## src/rtl/seq_extend_alu.sv

```systemverilog
// Multi-cycle extended Hack ALU: plain ops, shifts, variable shifts, iterative multiply.
// Optional multiplier is enabled by defining SEQ_EXTEND_ALU_MUL_EN.
module seq_extend_alu #(
  parameter int WIDTH = 16
) (
  input  logic             clk,
  input  logic             rst_n,
  input  logic [WIDTH-1:0] x,
  input  logic [WIDTH-1:0] y,
  input  logic [8:0]       instruction,
  input  logic             in_valid,
  output logic             in_ready,
  output logic [WIDTH-1:0] out,
  output logic             zr,
  output logic             ng,
  output logic             out_valid,
  input  logic             out_ready
);

  localparam int SW = $clog2(WIDTH);
  localparam int CW = SW + 1;

  localparam logic [1:0] S_IDLE = 2'd0;
  localparam logic [1:0] S_RUN  = 2'd1;
  localparam logic [1:0] S_DONE = 2'd2;

  logic [1:0]       state;
  logic [CW-1:0]    cnt;
  logic [WIDTH-1:0] acc;
  logic [1:0]       run_sub;

  logic [1:0]       mode;
  logic [1:0]       sub;
  logic [SW-1:0]    k;
  logic             var_op;
  logic             mul_op;
  logic             iter;
  logic [WIDTH-1:0] single_res;
  logic [WIDTH-1:0] shift_nxt;
  logic [WIDTH-1:0] step_res;
  logic             unused_bit;

  assign mode       = instruction[8:7];
  assign sub        = instruction[5:4];
  assign k          = y[SW-1:0];
  assign unused_bit = instruction[6];
  assign var_op     = (mode == 2'b10);

`ifdef SEQ_EXTEND_ALU_MUL_EN
  logic [WIDTH-1:0] mcand;
  logic [WIDTH-1:0] mplier;
  logic             run_mul;
  logic [WIDTH-1:0] prod_nxt;
  assign mul_op = (mode == 2'b00);
`else
  assign mul_op = 1'b0;
`endif

  assign iter = mul_op | (var_op & (k != '0));

  function automatic logic [WIDTH-1:0] hack(
    input logic [WIDTH-1:0] a,
    input logic [WIDTH-1:0] b,
    input logic [5:0]       c
  );
    logic [WIDTH-1:0] xa;
    logic [WIDTH-1:0] yb;
    logic [WIDTH-1:0] r;
    xa = c[5] ? '0 : a;
    xa = c[4] ? ~xa : xa;
    yb = c[3] ? '0 : b;
    yb = c[2] ? ~yb : yb;
    r  = c[1] ? (xa + yb) : (xa & yb);
    r  = c[0] ? ~r : r;
    return r;
  endfunction

  // Covers modes 11/01, mode 10 with k=0, and mode 00 when no multiplier.
  always_comb begin
    single_res = hack(x, y, instruction[5:0]);
    unique case (1'b1)
      var_op: single_res = x;
      (mode == 2'b01): begin
        unique case (sub)
          2'b00: single_res = {y[WIDTH-1], y[WIDTH-1:1]};
          2'b01: single_res = {x[WIDTH-1], x[WIDTH-1:1]};
          2'b10: single_res = {y[WIDTH-2:0], 1'b0};
          default: single_res = {x[WIDTH-2:0], 1'b0};
        endcase
      end
      default: ;
    endcase
  end

  always_comb begin
    shift_nxt = acc;
    unique case (run_sub)
      2'b00: shift_nxt = {acc[WIDTH-1], acc[WIDTH-1:1]};
      2'b01: shift_nxt = {1'b0, acc[WIDTH-1:1]};
      2'b10: shift_nxt = {acc[WIDTH-2:0], 1'b0};
      default: shift_nxt = {acc[WIDTH-2:0], acc[WIDTH-1]};
    endcase
  end

`ifdef SEQ_EXTEND_ALU_MUL_EN
  assign prod_nxt = acc + (mplier[0] ? mcand : '0);
  assign step_res = run_mul ? prod_nxt : shift_nxt;
`else
  assign step_res = shift_nxt;
`endif

  always_ff @(posedge clk or negedge rst_n) begin
    if (!rst_n) begin
      state   <= S_IDLE;
      out     <= '0;
      cnt     <= '0;
      acc     <= '0;
      run_sub <= '0;
    end else begin
      unique case (state)
        S_IDLE: begin
          if (in_valid) begin
            if (iter) begin
              state   <= S_RUN;
              run_sub <= sub;
              if (mul_op) begin
                cnt <= CW'(WIDTH);
                acc <= '0;
              end else begin
                cnt <= {1'b0, k};
                acc <= x;
              end
            end else begin
              out   <= single_res;
              state <= S_DONE;
            end
          end
        end
        S_RUN: begin
          cnt <= cnt - 1'b1;
          acc <= step_res;
          if (cnt == CW'(1)) begin
            out   <= step_res;
            state <= S_DONE;
          end
        end
        S_DONE: begin
          if (out_ready) state <= S_IDLE;
        end
        default: state <= S_IDLE;
      endcase
    end
  end

`ifdef SEQ_EXTEND_ALU_MUL_EN
  always_ff @(posedge clk or negedge rst_n) begin
    if (!rst_n) begin
      mcand   <= '0;
      mplier  <= '0;
      run_mul <= 1'b0;
    end else if (state == S_IDLE && in_valid) begin
      mcand   <= x;
      mplier  <= y;
      run_mul <= mul_op;
    end else if (state == S_RUN) begin
      mcand  <= {mcand[WIDTH-2:0], 1'b0};
      mplier <= {1'b0, mplier[WIDTH-1:1]};
    end
  end
`endif

  assign in_ready  = (state == S_IDLE);
  assign out_valid = (state == S_DONE);
  assign zr        = (out == '0);
  assign ng        = out[WIDTH-1];

endmodule

```

## config.mk

```make
export PLATFORM = sky130hd
export DESIGN_NAME = seq_extend_alu
export DESIGN_NICKNAME = d
export VERILOG_FILES = /design/src/rtl/seq_extend_alu.sv
export SDC_FILE = /design/constraint.sdc
export NUM_CORES = 1
export LEC_CHECK = 0
export ABC_AREA = 0
export CORE_MARGIN = 5
export CORE_UTILIZATION = 55
export CTS_CLUSTER_DIAMETER = 120
export DETAILED_ROUTE_END_ITERATION = 10
export PLACE_DENSITY = 0.8
export SYNTH_ARGS = -nofsm -noshare
export SYNTH_HDL_FRONTEND = slang
export SYNTH_SLANG_ARGS = --single-unit
```

## constraint.sdc

```tcl
create_clock -name clk -period 5.4 [get_ports clk]
set_clock_uncertainty 0.1 [all_clocks]
set_input_delay 1.62 -clock clk [delete_from_list [all_inputs] [get_ports clk]]
set_output_delay 1.62 -clock clk [all_outputs]
set_load 0.005 [all_outputs]
```

==> metrics.txt <==
status finished, final reports clean; most frequent cells after synthesis nand2_1 (49), dfrtp_1 (41), nand2b_1 (41), xnor2_1 (40), a21oi_1 (37); Detail Route Antenna Nets 0; Post-synth EDFFs 0; fmax 207 MHz; Worst-path clk slew 0.09 ns; WL final 13,400 um; total track usage 26.3%; vias in the first global route 4,344; final hold vios 0; YS warnings 0; synthesized area per cell 8.36 sq um; number of synthesized register bits 41; Post-CTS Hold Buffers 0; Fin Hold WS 0.400 ns; Tightest Pin Transition 0.914 ns; Die ar. 10,300 sq um; share of layout cells above drive strength 1 8.95%; DR DRC count 0; minimum clock period 4.82 ns; row count 33; CTS sink cnt 41; num ports 65; CTS tree yes; IO Port Bufs 63; RSZ-0062 raised after global routing no; DR vias 4,534; Mapped Cells 553; Worst-Skew Late Latency 0.30 ns; routed len/inst 19.2 um; largest net degree at the start of global routing 42; core area 8220 sq um; Filler cells 707; first-pass GRT wire length 21,400 um; Top FF cell, synth dfrtp_1; Clock Tree Buf Depth 2; vias per inst 6.51; Layout area overhead 16.1%; Synth area leaders dfrtp_1 (22%), xnor2_1 (7.6%), mux4_2 (7.3%), nand2b_1 (5.5%), ha_1 (5.4%); placed standard-cell area 5280 sq um; top cell type's share of synthesized area 22.2%; CP Data Arrival Time 4.95 ns; worst path required time 5.53 ns; initial antenna violation count 0; Iter 0 DRT Violations 408; P_leak 2.14 nW; max_slew headroom 39.1%; final slew viol count 0; Initial Utilization 56.3%; synthesized area 4620 sq um; leading area contributor after synthesis dfrtp_1; # setup viols final 0; Syn Nets 619; die width 102 um; Worst Setup Start Kind input pin; Final Cycle Share 89.3%; Die H 102 um; ant diodes 0; crit end category flop; number of gates resized after cts 0; CTS Buf Count 5; Synth async-reset ratio 100%; root buf cell clkbuf_8; Total Neg Setup Slack 0 ns; H-tree lvl count 2; Yosys cell types 63; HPWL after DPL 10,500 um; TritonRoute pass-1 iters 5; Worst R2R Setup Slack 2.76 ns; routability cong. 0.899; GRT Residual Overflow 0; Peak VDD IR 0.206 mV; crit path max fanout 29; # nets final 657; critical path type input pin to flop; Power Density 368 nW/um^2; post-route cell area 5370 sq um; Seq/Total Area, Yosys 22.2%; postcts setup bufs 0; Max-Cap Viols 0; Hold Crit Class flop to flop; most common cell in the netlist nand2_1
## logic make-up (layout without fill, tap and decap cells)
group / count (synthesis) / in the layout / synth area share (%)
XOR/XNOR: 47 / 47 / 8.91
buffers and inverters: 57 / 96 / 5.12
adder cells (fa/ha/maj): 21 / 21 / 5.85
AO/OA/AOI/OAI: 158 / 158 / 22.4
AND/OR/NAND/NOR: 176 / 176 / 19.6
flip-flops: 41 / 41 / 22.2
multiplexers: 53 / 53 / 15.9
## critical path: stages
cell and delay, ns:
clkdlybuf4s50_1 0.60, buf_4 0.38, nand2b_1 0.17, xnor2_1 0.07, ha_1 0.42, a21o_1 0.21, a31oi_1 0.32, a211oi_1 0.21
o311ai_1 0.42, mux2_1 0.38, a21oi_1 0.15
## final timing paths
path,endpoint,start,depth (start not counted)
hold reg to reg,cnt[0],cnt[0],1
setup reg to reg,out[11],cnt[1],7
setup / recovery,out[12],instruction[5],11
max in group asynchronous,acc[2],rst_n,1
hold / removal,cnt[0],cnt[0],1
min in group asynchronous,out[10],rst_n,1
## area by class of cell
cell class,instances,area [sq um],area share [%]
multi-input cells,455,3360,62.6
clock buffers,5,68.8,1.28
repair buffers,76,718,13.4
clock inverters,3,17.5,0.326
flip-flops and latches,41,1030,19.1
well taps,105,131,2.45
inverters,12,45.0,0.839
## metrics by stage
step / std cells / power (W) / setup WS [ns] / utilization, %
after CTS: 697 / 0.00196 / 0.564 / 65.3
after floorplan: 553 / 0.00136 / 0.700 / -
final: 697 / 0.00197 / 0.579 / 65.3
after global placement: 689 / 0.00172 / 0.313 / 64.3
after detailed placement: 689 / 0.00176 / 0.281 / 64.3
after global routing: 697 / 0.00212 / 0.376 / 65.3
## placed cells by master, fill, tap and decap left out, types with 3 or more instances in the layout
cell	instances
a22oi_1	4
ha_1	20
clkdlybuf4s50_1	61
o311ai_1	3
mux2i_1	23
nor3_1	3
inv_1	12
o211ai_1	3
mux4_2	15
nand3_1	14
dfrtp_1	41
mux2_2	10
nor2b_1	7
nand2_1	49
xnor2_1	40
mux2_1	5
nor2_1	32
a211oi_1	11
a21oi_1	37
o21ai_1	18
o22ai_1	6
a21o_1	7
o21bai_1	4
nand4_1	5
a221oi_1	12
o21ai_0	18
and3_1	4
nand2b_1	41
clkbuf_8	5
a31oi_1	13
xor2_1	7
o21a_1	4
buf_4	13
nor4_1	5
## where the power goes
part           leakage, nW  switching, W  internal, W
registers            0.491      0.000172     0.000458
logic                 1.61      0.000574     0.000563
clock network       0.0439      0.000117    0.0000894
total                 2.14      0.000864      0.00111
## layer usage
layer  up-vias  part of all wire [%]  track usage (%)
met5         -                     0                0
met4         0                   2.5             8.08
met3        32                   7.2             3.31
met2       212                    49             46.1
met1      2177                    41             33.6
li1       2113                     -                -
## state kept, by name, indices dropped and copies added, names as in the netlist
name / flops
acc: 16
cnt: 5
out: 16
run_sub: 2
state: 2
(Power assumes the default switching activity.)
